## src/rtl/alu_pkg.sv

```systemverilog
// Shared opcode/state types for the sequential N-bit ALU.
package alu_pkg;

  typedef enum logic [3:0] {
    OP_ADD = 4'd0,
    OP_SUB = 4'd1,
    OP_AND = 4'd2,
    OP_OR  = 4'd3,
    OP_XOR = 4'd4,
    OP_LSR = 4'd5,
    OP_LSL = 4'd6,
    OP_MOD = 4'd7,
    OP_MUL = 4'd8,
    OP_DIV = 4'd9
  } alu_op_e;

  typedef enum logic {
    IDLE = 1'b0,
    ITER = 1'b1
  } alu_state_e;

  localparam logic [3:0] ALU_OP_LAST = 4'd9;

endpackage

```

## src/rtl/alu_iter_unit.sv

```systemverilog
// Iterative restoring divider / shift-add multiplier sharing one hi/lo register pair.
// Multiply datapath exists only when ALU_MUL_EN is defined.
module alu_iter_unit #(
  parameter int N = 4
) (
  input  logic         clk,
  input  logic         rst,
  input  logic         load,
  input  logic         is_mul,
  input  logic [N-1:0] a,
  input  logic [N-1:0] b,
  output logic         finish,
  output logic [N-1:0] hi_nxt,
  output logic [N-1:0] lo_nxt
);
  localparam int CW = $clog2(N);

  logic [N-1:0]  hi_q, hi_d, lo_q, lo_d, b_q, b_d;
  logic [CW-1:0] cnt_q, cnt_d;
  logic          mul_q, mul_d;

  logic [N-1:0] src_hi, src_lo, src_b;
  logic         src_mul;
  logic [N:0]   r_sh;
  logic [N-1:0] diff;
  logic         ge;
  logic [N-1:0] hi_div, lo_div;

  // The load edge already performs the first step, so the last step is
  // taken combinationally on the edge where cnt reaches zero.
  always_comb begin
    src_hi  = load ? '0 : hi_q;
    src_lo  = load ? a : lo_q;
    src_b   = load ? b : b_q;
    src_mul = load ? is_mul : mul_q;

    r_sh   = {src_hi, src_lo[N-1]};
    ge     = (r_sh >= {1'b0, src_b});
    diff   = r_sh[N-1:0] - src_b;
    hi_div = ge ? diff : r_sh[N-1:0];
    lo_div = {src_lo[N-2:0], ge};
  end

`ifdef ALU_MUL_EN
  logic [N:0] mul_sum;

  always_comb begin
    mul_sum = {1'b0, src_hi} + (src_lo[0] ? {1'b0, src_b} : '0);
    hi_nxt  = src_mul ? mul_sum[N:1] : hi_div;
    lo_nxt  = src_mul ? {mul_sum[0], src_lo[N-1:1]} : lo_div;
  end
`else
  logic unused_src_mul;
  assign unused_src_mul = src_mul;
  assign hi_nxt = hi_div;
  assign lo_nxt = lo_div;
`endif

  always_comb begin
    hi_d   = hi_q;
    lo_d   = lo_q;
    b_d    = b_q;
    mul_d  = mul_q;
    cnt_d  = cnt_q;
    finish = 1'b0;
    if (load) begin
      hi_d  = hi_nxt;
      lo_d  = lo_nxt;
      b_d   = b;
      mul_d = is_mul;
      cnt_d = CW'(N - 1);
    end else if (cnt_q != '0) begin
      hi_d   = hi_nxt;
      lo_d   = lo_nxt;
      cnt_d  = cnt_q - 1'b1;
      finish = (cnt_q == CW'(1));
    end
  end

  always_ff @(posedge clk or posedge rst) begin
    if (rst) begin
      hi_q  <= '0;
      lo_q  <= '0;
      b_q   <= '0;
      mul_q <= 1'b0;
      cnt_q <= '0;
    end else begin
      hi_q  <= hi_d;
      lo_q  <= lo_d;
      b_q   <= b_d;
      mul_q <= mul_d;
      cnt_q <= cnt_d;
    end
  end

endmodule

```

## src/rtl/alu_seq_n_bits.sv

```systemverilog
// Clocked N-bit ALU with start/done handshake; ALU_MUL_EN enables iterative multiply.
// state | meaning
// IDLE  | waiting for start; single-cycle ops complete here
// ITER  | div/mod/mul stepping in alu_iter_unit
module alu_seq_n_bits
  import alu_pkg::*;
#(
  parameter int N = 4
) (
  input  logic         clk,
  input  logic         rst,
  input  logic         start,
  input  logic [3:0]   op,
  input  logic [N-1:0] a,
  input  logic [N-1:0] b,
  output logic         busy,
  output logic         done,
  output logic [N-1:0] result,
  output logic         v,
  output logic         c,
  output logic         n,
  output logic         z,
  output logic         dz
);
  alu_state_e   state_q, state_d;
  logic [3:0]   op_q, op_d;
  logic [N-1:0] res_q, res_d;
  logic         v_q, v_d, c_q, c_d, n_q, n_d, z_q, z_d, dz_q, dz_d, done_q, done_d;

  logic         load, is_mul, finish;
  logic [N-1:0] hi_nxt, lo_nxt;

  logic         sub, sc_v, sc_c, sc_dz, iter_req;
  logic [N-1:0] bx, sc_res, it_res;
  logic [N:0]   sum;

`ifdef ALU_MUL_EN
  assign is_mul = (op == OP_MUL);
`else
  assign is_mul = 1'b0;
`endif

  alu_iter_unit #(.N(N)) u_iter (
    .clk    (clk),
    .rst    (rst),
    .load   (load),
    .is_mul (is_mul),
    .a      (a),
    .b      (b),
    .finish (finish),
    .hi_nxt (hi_nxt),
    .lo_nxt (lo_nxt)
  );

  always_comb begin
    sub      = (op == OP_SUB);
    bx       = b ^ {N{sub}};
    sum      = {1'b0, a} + {1'b0, bx} + {{N{1'b0}}, sub};
    sc_res   = '0;
    sc_v     = 1'b0;
    sc_c     = 1'b0;
    sc_dz    = 1'b0;
    iter_req = 1'b0;
    case (op)
      OP_ADD, OP_SUB: begin
        sc_res = sum[N-1:0];
        sc_c   = sum[N];
        sc_v   = (a[N-1] == bx[N-1]) && (sum[N-1] != a[N-1]);
      end
      OP_AND: sc_res = a & b;
      OP_OR:  sc_res = a | b;
      OP_XOR: sc_res = a ^ b;
      OP_LSR: sc_res = a >> b;
      OP_LSL: sc_res = a << b;
      // Non-zero divisor goes iterative; these are the b==0 results.
      OP_MOD: begin
        sc_res   = a;
        sc_dz    = (b == '0);
        iter_req = (b != '0);
      end
      OP_DIV: begin
        sc_res   = '1;
        sc_dz    = (b == '0);
        iter_req = (b != '0);
      end
`ifdef ALU_MUL_EN
      OP_MUL: iter_req = (b != '0);
`else
      OP_MUL: sc_res = a;
`endif
      default: sc_dz = (op > ALU_OP_LAST);
    endcase
  end

  assign it_res = (op_q == OP_MOD) ? hi_nxt : lo_nxt;

  always_comb begin
    state_d = state_q;
    op_d    = op_q;
    res_d   = res_q;
    v_d     = v_q;
    c_d     = c_q;
    n_d     = n_q;
    z_d     = z_q;
    dz_d    = dz_q;
    done_d  = 1'b0;
    load    = 1'b0;
    case (state_q)
      IDLE: begin
        if (start) begin
          op_d = op;
          if (iter_req) begin
            load    = 1'b1;
            state_d = ITER;
          end else begin
            res_d  = sc_res;
            v_d    = sc_v;
            c_d    = sc_c;
            dz_d   = sc_dz;
            n_d    = sc_res[N-1];
            z_d    = (sc_res == '0);
            done_d = 1'b1;
          end
        end
      end
      ITER: begin
        if (finish) begin
          res_d   = it_res;
          v_d     = (op_q == OP_MUL) && (hi_nxt != '0);
          c_d     = (op_q == OP_MUL) && (hi_nxt != '0);
          dz_d    = 1'b0;
          n_d     = it_res[N-1];
          z_d     = (it_res == '0);
          done_d  = 1'b1;
          state_d = IDLE;
        end
      end
      default: state_d = IDLE;
    endcase
  end

  always_ff @(posedge clk or posedge rst) begin
    if (rst) begin
      state_q <= IDLE;
      op_q    <= '0;
      res_q   <= '0;
      v_q     <= 1'b0;
      c_q     <= 1'b0;
      n_q     <= 1'b0;
      z_q     <= 1'b0;
      dz_q    <= 1'b0;
      done_q  <= 1'b0;
    end else begin
      state_q <= state_d;
      op_q    <= op_d;
      res_q   <= res_d;
      v_q     <= v_d;
      c_q     <= c_d;
      n_q     <= n_d;
      z_q     <= z_d;
      dz_q    <= dz_d;
      done_q  <= done_d;
    end
  end

  assign busy   = (state_q == ITER);
  assign done   = done_q;
  assign result = res_q;
  assign v      = v_q;
  assign c      = c_q;
  assign n      = n_q;
  assign z      = z_q;
  assign dz     = dz_q;

endmodule

```

## config.mk

```make
export PLATFORM = sky130hd
export DESIGN_NAME = alu_seq_n_bits
export DESIGN_NICKNAME = d
export VERILOG_FILES = /design/src/rtl/alu_pkg.sv /design/src/rtl/alu_iter_unit.sv /design/src/rtl/alu_seq_n_bits.sv
export SDC_FILE = /design/constraint.sdc
export NUM_CORES = 1
export LEC_CHECK = 0
export CAP_MARGIN = 20
export CELL_PAD_IN_SITES_DETAIL_PLACEMENT = 0
export CELL_PAD_IN_SITES_GLOBAL_PLACEMENT = 1
export CORE_ASPECT_RATIO = 1.2
export CORE_MARGIN = 1
export CORE_UTILIZATION = 39
export CTS_CLUSTER_SIZE = 30
export DETAILED_ROUTE_END_ITERATION = 12
export PLACE_DENSITY = 0.83
export SLEW_MARGIN = 20
export SYNTH_ARGS = -nofsm -noshare
export SYNTH_HDL_FRONTEND = slang
export SYNTH_SLANG_ARGS = --single-unit
export TNS_END_PERCENT = 100
```

## constraint.sdc

```tcl
create_clock -name clk -period 3 [get_ports clk]
set_clock_uncertainty 0.05 [all_clocks]
set_input_delay 0.75 -clock clk [delete_from_list [all_inputs] [get_ports clk]]
set_output_delay 0.75 -clock clk [all_outputs]
set_load 0.01 [all_outputs]
```

==> metrics.txt <==
Clock transition at path regs=0.10 ns; setup slack after layout=-0.507 ns; die width=73.7 µm; relative slew slack=0.724; FMAX=285 MHz; clock buffer count from CTS=3; library cells used by synthesis=63; P_leak=0.00171 µW; CTS tree=built; share of cells above drive strength 1=0.395; Syn-to-layout area delta=54.6%; YS warnings=0; R2R Path Start=busy; Vert. Die Dim=88.1 µm; startpoint type of the worst setup path=input pin; flops & latches, synth=28; Avg Inst Size Synth=8.89 µm²; CTS H-tree lvls=1; commonest cells after routing, fill and taps aside=buf_4, dfrtp_1, nand2_1, nor2_1, inv_1; Routed wire per std cell=17.5 µm; Adder-Cell Fraction of Synth Area=0.110; Post-synth ARST share=1.00; # rows=31; Synth Area in Compound Gates=0.232; largest net degree at the start of global routing=29; Final #Nets=401; placed cells=423; vias post-DR=2,461; cell area after synthesis=2410 µm²; crit path from=b[3]; gr usage total=0.253; First-pass DRT Iterations=4; initial antenna violation count=0; most common cell after layout, fill and taps aside=buf_4; largest family of logic cells by synthesized area=compound AO/OA/AOI/OAI gates; post-synthesis sequential area ratio=0.291; kind of critical path=input pin to flop; Post-Synth Simple-Gate Area=0.175; final hold slack=0.450 ns; Placer Congestion=0.874; Final Hold Fails=0; Skew-Pair Late Insertion Delay=0.28 ns; Placeable Area=6010 µm²; Util after Layout=0.619; critical path endpoint category=flop; DRT antenna net count=0; reg2reg end=v; dpl ws=-1.16 ns; clk sinks=28; predominant post-synthesis flop cell=dfrtp_1; Synth Net Count=306; Post-Layout Cell Count=447; Die ar.=6500 µm²; Syn Inst Count=271; Final period util=1.17; multiplexer share of the synthesized area=0.0977; dpl cell area=3170 µm²; maximum vdd drop=0.000692 V; final setup fails=11; Post-Synth XOR/XNOR Area=0.0327; outcome=complete, but fails checks; Critical Path End=v; Ports=26; failing checks=negative setup slack; RSZ-0062 raised after global routing=yes; vias per inst=5.51; Remaining DRCs=0; first-pass GRT wire length=12,600 µm; power per cell area=869 nW/µm²; routed wire length=7820 µm; IO buf count=25; worst-margin pin slew=0.409 ns; DP HPWL=5240 µm; DRT iter0 DRCs=146; Critical Path AT=3.63 ns; number of diodes=0; EDFF count, synth=0; Initial Utilization=0.401; crit-path max FO=4; shortest period the worst path allows=3.51 ns; gr ovfl total=0; final instance area=3720 µm²; Root Buffer=clkbuf_8; clock tree buffer depth=2; Slew Viols, Final=0; HP Class=flop to flop; reg2reg path depth=13; number of max-cap violations=0; FF-to-FF setup slack=-0.09 ns; CP Data Required Time=3.13 ns; vias in the first global route=2,578
==> per-stage QoR <==
stage               total power (µW)  TNS, ns
detailed placement              2240   -10.52
global placement                2210    -9.55
CTS                             2980    -2.32
floorplan                       1580    -3.32
global route                    3430    -3.66
finish                          3240    -2.62
==> state kept, by name, summed over array words and instances (netlist names), named ones only <==
name	flops
c	1
u_iter.lo_q	4
dz	1
u_iter.cnt_q	2
result	4
op_q	4
u_iter.hi_q	4
busy	1
z	1
v	1
done	1
u_iter.b_q	3
==> cell usage after synthesis, types with 4 or more instances <==
master	count	area (µm²)
a21oi_1	16	80.1
inv_1	17	63.8
ha_1	18	225
buf_2	8	40.0
xnor2_1	5	43.8
mux2_2	12	135
mux2i_1	10	100
o21ai_0	17	85.1
nand2_1	21	78.8
a211oi_1	5	37.5
nand3_1	4	20.0
xor2_1	4	35.0
a21o_1	6	45.0
nand2b_1	6	37.5
nor2_1	19	71.3
o21ai_1	4	20.0
clkbuf_1	7	26.3
dfrtp_1	28	701
==> how the worst min path moves through the flow <==
stage                  startpoint            end  slack, ns  depth (start not counted)
finish                         dz             dz       0.45                          1
global route                   dz             dz       0.47                          1
CTS                            dz             dz       0.45                          1
detailed placement           flop           flop       0.42                          2
global placement               dz             dz       0.41                          1
floorplan           u_iter.b_q[2]  u_iter.b_q[2]       0.39                          2
==> logic make-up (layout without fill, tap and decap cells) <==
logic type / count (synthesis) / in the layout
XOR/XNOR: 9 / 9
AO/OA/AOI/OAI: 79 / 79
multiplexers: 22 / 22
adder cells (fa/ha/maj): 20 / 20
flip-flops: 28 / 28
AND/OR/NAND/NOR: 77 / 77
buffers and inverters: 36 / 130
==> per-layer routing <==
layer	up-vias	track usage	wire length (µm)
met5	-	0	0
met4	0	0.121	275
met3	20	0.0242	253
met2	68	0.445	4060
met1	1196	0.306	3230
li1	1177	-	-
==> final cells by class <==
cell class,instances,area (µm²)
clock inverter,1,30.0
clock buffer,3,41.3
timing repair buffer,107,927
inverter,19,71.3
fill,473,2290
multi-input combinational,207,1850
tap,82,103
sequential,28,701
==> power by group <==
part / internal, µW / switching [µW]
clock network: 179 / 126
logic: 1220 / 1040
registers: 542 / 124
total: 1940 / 1290
==> timing repair <==
| action | CTS | global route |
|---|---|---|
| endpoints found under the setup margin | 12 | 12 |
| buffers inserted | 16 | 4 |
| cloned | 2 | 0 |
| gates resized for setup | 80 | 15 |
| hold buffers | 0 | 0 |
| pin swaps | 21 | 9 |
==> critical path, stage by stage <==
cell	delay, ns
buf_6	0.09
o41a_1	0.48
buf_4	0.17
o211a_4	0.15
mux2i_4	0.22
ha_4	0.24
a41o_1	0.26
a221oi_4	0.26
buf_4	0.18
o21ai_2	0.07
nor4_2	0.28
buf_4	0.17
nor3_4	0.04
a221o_1	0.27
No activity file was read; power rests on OpenSTA's default activity.
